<file path="src/rtl/mpsoc_spram_arbiter_pkg.sv">
// Shared types and constants for the CPU/DMA single-port RAM arbiter.
package mpsoc_spram_arbiter_pkg;

    typedef logic master_t;

    typedef enum logic {
        ST_IDLE,
        ST_HOLD
    } arb_state_t;

    localparam int              BE_W         = 2;
    localparam logic [BE_W-1:0] WEN_READ     = 2'b00;
    localparam logic [BE_W-1:0] RAM_WEN_IDLE = 2'b11;

endpackage

</file>
<file path="src/rtl/mpsoc_spram_arbiter_rr.sv">
// Two-master round-robin grant with a bounded burst hold on the last owner.
module mpsoc_spram_arbiter_rr
    import mpsoc_spram_arbiter_pkg::*;
#(
    parameter int MAX_BURST = 4
) (
    input  logic       mclk,
    input  logic       puc_rst,
    input  logic [1:0] req,
    output logic [1:0] gnt,
    output master_t    gsel
);

    localparam int            CW      = $clog2(MAX_BURST + 1);
    localparam logic [CW-1:0] CNT_MAX = CW'(MAX_BURST);

    master_t       owner;
    master_t       owner_nxt;
    logic [CW-1:0] cnt;
    logic [CW-1:0] cnt_nxt;
    arb_state_t    state;
    logic          hold;

    assign state = (cnt == '0) ? ST_IDLE : ST_HOLD;
    assign hold  = (state == ST_HOLD) && (cnt < CNT_MAX);

    always_ff @(posedge mclk or posedge puc_rst) begin
        if (puc_rst) begin
            owner <= 1'b1;
            cnt   <= '0;
        end else begin
            owner <= owner_nxt;
            cnt   <= cnt_nxt;
        end
    end

    always_comb begin
        gnt       = '0;
        gsel      = owner;
        owner_nxt = owner;
        cnt_nxt   = cnt;
        if (!puc_rst) begin
            case (req)
                2'b01:   gsel = 1'b0;
                2'b10:   gsel = 1'b1;
                2'b11:   gsel = hold ? owner : ~owner;
                default: gsel = owner;
            endcase
            if (req != 2'b00) begin
                gnt = gsel ? 2'b10 : 2'b01;
                // Saturate so a lone requester keeps the grant without wrapping.
                if (gsel == owner && state == ST_HOLD) begin
                    cnt_nxt = (cnt >= CNT_MAX) ? CNT_MAX : cnt + CW'(1);
                end else begin
                    owner_nxt = gsel;
                    cnt_nxt   = CW'(1);
                end
            end else begin
                cnt_nxt = '0;
            end
        end
    end

endmodule

</file>
<file path="src/rtl/mpsoc_spram_arbiter.sv">
// Shares one single-port RAM between CPU (master 0) and DMA (master 1);
// muxes the granted access onto the RAM and steers read data back.
module mpsoc_spram_arbiter
    import mpsoc_spram_arbiter_pkg::*;
#(
    parameter int AW        = 6,
    parameter int DW        = 16,
    parameter int MAX_BURST = 4
) (
    input  logic            mclk,
    input  logic            puc_rst,
    input  logic            m0_req,
    input  logic [AW-1:0]   m0_addr,
    input  logic [DW-1:0]   m0_din,
    input  logic [BE_W-1:0] m0_wen,
    output logic            m0_gnt,
    output logic [DW-1:0]   m0_dout,
    output logic            m0_rvalid,
    input  logic            m1_req,
    input  logic [AW-1:0]   m1_addr,
    input  logic [DW-1:0]   m1_din,
    input  logic [BE_W-1:0] m1_wen,
    output logic            m1_gnt,
    output logic [DW-1:0]   m1_dout,
    output logic            m1_rvalid,
    output logic [AW-1:0]   ram_addr,
    output logic [DW-1:0]   ram_din,
    output logic            ram_cen,
    output logic [BE_W-1:0] ram_wen,
    input  logic [DW-1:0]   ram_dout
);

    logic [1:0][AW-1:0]   addr_v;
    logic [1:0][DW-1:0]   din_v;
    logic [1:0][BE_W-1:0] wen_v;
    logic [1:0]           gnt;
    master_t              gsel;
    logic                 granted;
    logic                 rd_go;
    logic                 rd_pend;
    master_t              rd_tag;

    assign addr_v = {m1_addr, m0_addr};
    assign din_v  = {m1_din, m0_din};
    assign wen_v  = {m1_wen, m0_wen};

    mpsoc_spram_arbiter_rr #(
        .MAX_BURST (MAX_BURST)
    ) u_rr (
        .mclk    (mclk),
        .puc_rst (puc_rst),
        .req     ({m1_req, m0_req}),
        .gnt     (gnt),
        .gsel    (gsel)
    );

    assign m0_gnt  = gnt[0];
    assign m1_gnt  = gnt[1];
    assign granted = |gnt;

    assign ram_cen  = ~granted;
    assign ram_addr = granted ? addr_v[gsel] : '0;
    assign ram_din  = granted ? din_v[gsel] : '0;
    assign ram_wen  = granted ? ~wen_v[gsel] : RAM_WEN_IDLE;
    assign rd_go    = granted && (wen_v[gsel] == WEN_READ);

    // Tag tracks which master owns the word the RAM returns next cycle.
    always_ff @(posedge mclk or posedge puc_rst) begin
        if (puc_rst) begin
            rd_pend <= 1'b0;
            rd_tag  <= 1'b0;
        end else begin
            rd_pend <= rd_go;
            if (rd_go) rd_tag <= gsel;
        end
    end

    assign m0_rvalid = rd_pend && (rd_tag == 1'b0);
    assign m1_rvalid = rd_pend && (rd_tag == 1'b1);
    assign m0_dout   = m0_rvalid ? ram_dout : '0;
    assign m1_dout   = m1_rvalid ? ram_dout : '0;

endmodule

</file>
<file path="config.mk">
export PLATFORM = sky130hd
export DESIGN_NAME = mpsoc_spram_arbiter
export DESIGN_NICKNAME = d
export VERILOG_FILES = /design/src/rtl/mpsoc_spram_arbiter_pkg.sv /design/src/rtl/mpsoc_spram_arbiter_rr.sv /design/src/rtl/mpsoc_spram_arbiter.sv
export SDC_FILE = /design/constraint.sdc
export NUM_CORES = 1
export LEC_CHECK = 0
export CAP_MARGIN = 10
export CORE_UTILIZATION = 42
export DETAILED_ROUTE_END_ITERATION = 8
export DONT_BUFFER_PORTS = 1
export PLACE_DENSITY = 0.65
export RECOVER_POWER = 50
export SLEW_MARGIN = 20
export SYNTH_ARGS = -nofsm -noshare
export SYNTH_HDL_FRONTEND = slang
export SYNTH_SLANG_ARGS = --single-unit
</file>
<file path="constraint.sdc">
create_clock -name mclk -period 2.9 [get_ports mclk]
set_clock_uncertainty 0.05 [all_clocks]
set_input_delay 0.29 -clock mclk [delete_from_list [all_inputs] [get_ports mclk]]
set_output_delay 0.29 -clock mclk [all_outputs]
set_load 0.005 [all_outputs]
</file>
# After elaboration in Yosys (flattened, before gate mapping)
# Cells that the tools add are included.
totals:
  ff_bits: 6
  word_cells: 50
classes:
  bitwise_logic: 6
  muxes: 22
  n_reduce_logical: 10
  n_eq_ne: 4
  n_addsub: 1
  magnitude_cmp: 3
op_table:
  columns: ["op", "n"]
  rows:
  - ["2-to-1 mux 16 bit", 5]
  - ["2-to-1 mux 6 bit", 3]
  - ["2-to-1 mux 2 bit", 6]
  - ["2-to-1 mux 3 bit", 3]
  - ["logical AND 1 bit", 5]
  - ["NOT 1 bit", 5]
  - ["== test 2 bit, second input constant", 2]
  - ["2-to-1 mux 1 bit", 4]
  - ["adder 3 x 1 -> 3 bit, second input constant", 1]
  - [">= comparator 3 bit, second input constant", 1]
  - ["zero test 3 bit", 1]
  - ["< comparator 3 bit, second input constant", 1]
  - ["case mux 1 bit (3 select lines)", 1]
  - ["AND reduction 3 bit", 1]
  - ["== test 2 x 1 -> 1 bit, second input constant", 1]
  - ["zero test 2 bit", 1]
  - ["< comparator 1 x 2 -> 1 bit, second input constant", 1]
  - ["NOT 2 bit", 1]
  - ["nonzero test 2 bit", 1]
  - ["OR reduction 2 bit", 1]
  - ["== test 1 bit", 1]

# Longest topological paths before layout
logic_depth:
  depth_word: 11
  mapped_depth: 8
  mapped_depth_nobuf: 7

# Cells and area by module
# A second synthesis with hierarchy kept.
unflattened:
  cells_unflattened: 143
  hier_area_um2: 1089.8
modules_own_cells:
  columns: ["mod", "seq_area_each_um2", "cells_each", "area_each_um2", "n_inst"]
  rows:
  - ["mpsoc_spram_arbiter", 50.0, 102, 728.2, 1]
  - ["mpsoc_spram_arbiter_rr", 101.3, 41, 361.6, 1]

# Worst setup path before layout
# OpenSTA, ideal clock, no wires.
synth_timing:
  kind: "flip-flop to output port"
  startpoint: "reg u_rr.cnt[0]"
  endpoint: "out ram_addr[1]"
  arrival_ns: 1.496
  t_required_ns: 2.560
  path_slack_ns: 1.064
  path_stages_with_launch: 8
  cell_sequence: "dfrtp_1 > inv_1 > ha_1 > o32a_4 > nand2_4 > inv_4 > buf_6 > o221a_1"
synth_via:
  elab_chain_cells: 11
synth_lines:
  columns: ["item", "line", "source"]
  rows:
  - ["start: declaration", "mpsoc_spram_arbiter_rr.sv:19", "logic [CW-1:0] cnt;"]
  - ["start signal: assignment", "mpsoc_spram_arbiter_rr.sv:33", "cnt <= cnt_nxt;"]
  - ["parallel branches: the longest is 2 deep, another holds < comparator 3 bit", null, null]
  - ["logical AND 1 bit (*)", "mpsoc_spram_arbiter_rr.sv:25", "assign hold = (state == ST_HOLD) && (cnt < CNT_MAX);"]
  - ["2-to-1 mux 1 bit (*)", "mpsoc_spram_arbiter_rr.sv:46", "2'b11: gsel = hold ? owner : ~owner;"]
  - ["case mux 1 bit (3 select lines) (*)", "mpsoc_spram_arbiter_rr.sv:43", "case (req)"]
  - ["2-to-1 mux 1 bit (*)", "mpsoc_spram_arbiter_rr.sv:42", "if (!puc_rst) begin"]
  - ["2-to-1 mux 2 bit", "mpsoc_spram_arbiter_rr.sv:50", "gnt = gsel ? 2'b10 : 2'b01;"]
  - ["2-to-1 mux 2 bit", "mpsoc_spram_arbiter_rr.sv:49", "if (req != 2'b00) begin"]
  - ["2-to-1 mux 2 bit", "mpsoc_spram_arbiter_rr.sv:42", null]
  - ["OR reduction 2 bit", "mpsoc_spram_arbiter.sv:59", "assign granted = |gnt;"]
  - ["2-to-1 mux 6 bit (*)", "mpsoc_spram_arbiter.sv:62", "assign ram_addr = granted ? addr_v[gsel] : '0;"]
  - ["end: declaration", "mpsoc_spram_arbiter.sv:26", "output logic [AW-1:0] ram_addr,"]
# Every way passes the cells marked *. The select of a mux whose other input is x is not followed.

# Final worst setup path
layout_timing:
  startpoint: "in m1_req"
  endpoint: "reg rd_tag"
layout_via:
  elab_chain_cells: 8
layout_lines:
  columns: ["item", "line", "source"]
  rows:
  - ["start: declaration", "mpsoc_spram_arbiter.sv:19", "input logic m1_req,"]
  - ["== test 2 bit or == test 2 x 1 -> 1 bit (tied branches)", "mpsoc_spram_arbiter_rr.sv:43", null]
  - ["case mux 1 bit (3 select lines)", "mpsoc_spram_arbiter_rr.sv:43", null]
  - ["2-to-1 mux 1 bit", "mpsoc_spram_arbiter_rr.sv:42", null]
  - ["2-to-1 mux 2 bit or 2-to-1 mux 1 bit (tied branches)", "mpsoc_spram_arbiter_rr.sv:50, mpsoc_spram_arbiter_rr.sv:42", null]
  - ["2-to-1 mux 2 bit, on equally long branches", "mpsoc_spram_arbiter_rr.sv:49, mpsoc_spram_arbiter.sv:65", null]
  - ["2-to-1 mux 2 bit, on equally long branches", "mpsoc_spram_arbiter_rr.sv:42, mpsoc_spram_arbiter.sv:65", null]
  - ["OR reduction 2 bit or zero test 2 bit (tied branches)", "mpsoc_spram_arbiter.sv:59, mpsoc_spram_arbiter.sv:65", null]
  - ["logical AND 1 bit", "mpsoc_spram_arbiter.sv:65", "assign rd_go = granted && (wen_v[gsel] == WEN_READ);"]
  - ["end signal: assignment", "mpsoc_spram_arbiter.sv:74", "if (rd_go) rd_tag <= gsel;"]
  - ["end: declaration", "mpsoc_spram_arbiter.sv:41", "master_t rd_tag;"]
# Several ways; a longest one is shown, not always the timed one. The select of a mux whose other input is x is not followed.
# A chain may end at the register's enable or synchronous reset.

==> summary.md <==
| Metric | Value |
|---|---|
| Period Utilization, post-route | `0.822` |
| Root Driver | `clkbuf_4` |
| Final setup fails | `0` |
| CTS H-tree depth | `1` |
| Fin. Hold Viols | `0` |
| Post-CTS sizing | `0` |
| Largest area contributor in the netlist | `o221a_1` |
| # diodes | `0` |
| Combinational share of power | `0.507` |
| Commonest cells post-synth | `o221a_1 (19), and2_1 (17), and3_1 (16)` |
| Placed insts | `138` |
| Max Clk Rate | `around 420 MHz` |
| Sw Ratio | `0.428` |
| Final RePlAce weighted congestion | `around 0.78` |
| DP HPWL | `2200 um` |
| Warnings, synthesis | `0` |
| Synth Instances | `about 120` |
| Die W | `50.8 um` |
| GRT Residual Overflow | `0` |
| Leading post-synthesis cells by cell area | `o221a_1 (21%), dfrtp_1 (13%), and2_1 (11%)` |
| Clock Power Share | `0.196` |
| Slew HR | `-0.0635` |
| Detail Route Antenna Nets | `0` |
| Detailed Route Iter0 Violations | `29` |
| DRT Pass-1 Iters | `4` |
| Final core utilization | `0.450` |
| Initial Util | `0.448` |
| Unique masters post-synth | `37` |
| Total length of routed wires | `~2800 um` |
| Initial antenna violation count | `0` |
| Die area | `2580 sq um` |
| Vias in the first global route | `810` |
| IR drop worst, VDD | `0.251 mV` |
| Synth async-reset ratio | `1.00` |
| Num CTS Buffers | `3` |
| Syn_nets | `~190` |
| Static leakage | `~0.44 nW` |
| Layout cells sized above 1 | `0.113` |
| Number of synthesized flops with an enable pin | `0` |
| Register bit total from synthesis | `6` |
| Startpoint types | `input pin` |
| Non-filler cells, final | `~140` |
| Max-slew violation count | `29` |
| CP Class | `input pin to flip-flop` |
| Power Internal | `between 0.2 and 0.25 mW` |
| Wire per inst | `a little under 20 um` |
| Post-synth top area share | `0.214` |
| Largest net degree at the start of global routing | `29` |
| Max FO, Critical Path | `28` |
| Failing checks | `max-capacitance violations, max-slew violations` |
| CTS Sinks | `6` |
| CP max-delay cell | `nor2_1` |
| Flop pwr share | `0.297` |
| Row count | `17` |
| Primary FF master, synth | `dfrtp_1` |
| Design Power | `roughly 0.42 mW` |
| IO Port Bufs | `0` |
| CTS Buffer Depth | `2` |
| DR vias/cell | `approximately 7` |
| Tmin final | `between 2 and 2.5 ns` |
| All-Layer GR Usage | `0.187` |
| Outcome | `finished, violations left` |
| Slew @ Worst Pin | `around 1.6 ns` |
| I/O pins | `roughly 130` |
| Die height | `roughly 50 um` |
| Count leader, synth | `o221a_1` |
| Worst path max stage delay | `~1.2 ns` |
| CORE AREA | `2230 sq um` |
| Required @ worst endpoint | `roughly 3.0 ns` |
| # Max-Cap Violations | `1` |
| CP endpoint kind | `flip-flop` |
| First-pass GRT wire length | `approximately 3700 um` |
| Hold Crit Class | `input pin to flip-flop` |
| Crit path DAT | `2.49 ns` |
| Sequential-to-total area share from yosys stat | `0.151` |
| Post-Syn Area per Cell | `~8.3 sq um` |
| Clk_lat worst skew | `0.24 ns` |
| Crit-path cells | `nor2_1 -> nor2_1 -> clkinv_1 -> or3_1 -> a22oi_1` |
| Reg clk slew, reported paths | `0.04 ns` |
| Sw Pwr | `approximately 0.18 mW` |
| Final TNS setup | `0 ns` |
| Area Growth Syn to Fin | `0.500%` |
| CP dominant cell by count | `nor2_1` |
| Layout Nets | `186` |
| CTS tree | `done` |
| RSZ-0062 raised after global routing | `false` |
| Via count | `987` |
| Cell Pwr Density | `421 nW/um^2` |
| Drt drc | `0` |
| Mapped Area | `1000 sq um` |
-- metrics by stage --
stage,setup slack (ns),hold slack [ns],area (sq um)
CTS,0.694,0.205,1010
global route,0.340,0.232,1010
finish,0.516,0.221,1010
global placement,1.06,0.0789,972
detailed placement,0.972,0.0955,972
floorplan,1.06,0.0504,1000
-- per-layer routing --
layer,up-vias,wire length (um),track usage
li1,451,-,-
met1,455,1060,0.205
met2,79,1400,0.344
met3,2,297,0.0476
met4,0,12,0.0648
met5,-,0,0
-- flip-flops by register name, indices dropped and copies added (netlist names) --
signal,count
rd_tag,1
rd_pend,1
u_rr.owner,1
u_rr.cnt,3
-- power by group through the flow --
stage / Sequential (mW) / Clock [mW] / Combinational, mW
global route: 0.129 / 0.0915 / 0.236
finish: 0.126 / 0.0831 / 0.215
CTS: 0.127 / 0.0876 / 0.215
detailed placement: 0.127 / 0 / 0.212
global placement: 0.126 / 0 / 0.206
floorplan: 0.108 / 0 / 0.227
-- repair_timing --
item / 4_1_cts / 5_1_grt
setup buffers: 0 / 0
endpoints found under the hold margin: 5 / 0
hold buffers: 1 / 0
-- final timing paths --
kind	end	slack, ns	start	depth (start not counted)
max	rd_tag	0.52	m1_req	5
min	rd_pend	0.22	m1_wen[1]	2
max reg2reg	u_rr.cnt[2]	1.19	u_rr.owner	3
min reg2reg	u_rr.cnt[1]	0.52	u_rr.cnt[1]	2
max in group asynchronous	u_rr.owner	2.13	puc_rst	2
min in group asynchronous	u_rr.cnt[1]	0.38	puc_rst	2
-- logic make-up (layout without fill, tap and decap cells) --
| logic type | after synthesis | in the layout | synth area share |
|---|---|---|---|
| flops | 6 | 6 | 0.151 |
| compound gates | 38 | 38 | 0.369 |
| mux | 1 | 1 | 0.0100 |
| simple gates | 52 | 52 | 0.329 |
| xor+xnor | 1 | 1 | 0.00875 |
| buf+inv | 21 | 15 | 0.107 |
| fa+ha+maj | 2 | 2 | 0.0250 |
-- critical path, delay by kind of cell --
kind / cells / cell delay [ns]
simple gates: 3 / 1.62
compound gates: 1 / 0.18
buf+inv: 1 / 0.39
-- cell type report --
cell class	count	area (sq um)
Clock buffer	4	26.3
Fill cell	234	1230
Inverter	9	36.3
Multi-Input combinational cell	94	739
Sequential cell	6	151
Tap cell	28	35.0
Timing Repair Buffer	2	17.5
-- cell usage in the layout (no fill, tap or decap), drive strengths merged, types with 2 or more instances in the layout --
| master | n |
|---|---|
| o221a | 22 |
| or3 | 2 |
| nor2 | 4 |
| and4 | 2 |
| clkbuf | 4 |
| and3 | 16 |
| and2 | 17 |
| a31oi | 2 |
| nand2 | 4 |
| dfrtp | 5 |
| nor2b | 4 |
| nand2b | 3 |
| o21ai | 5 |
| ha | 2 |
| inv | 8 |
(Power assumes the default switching activity.)
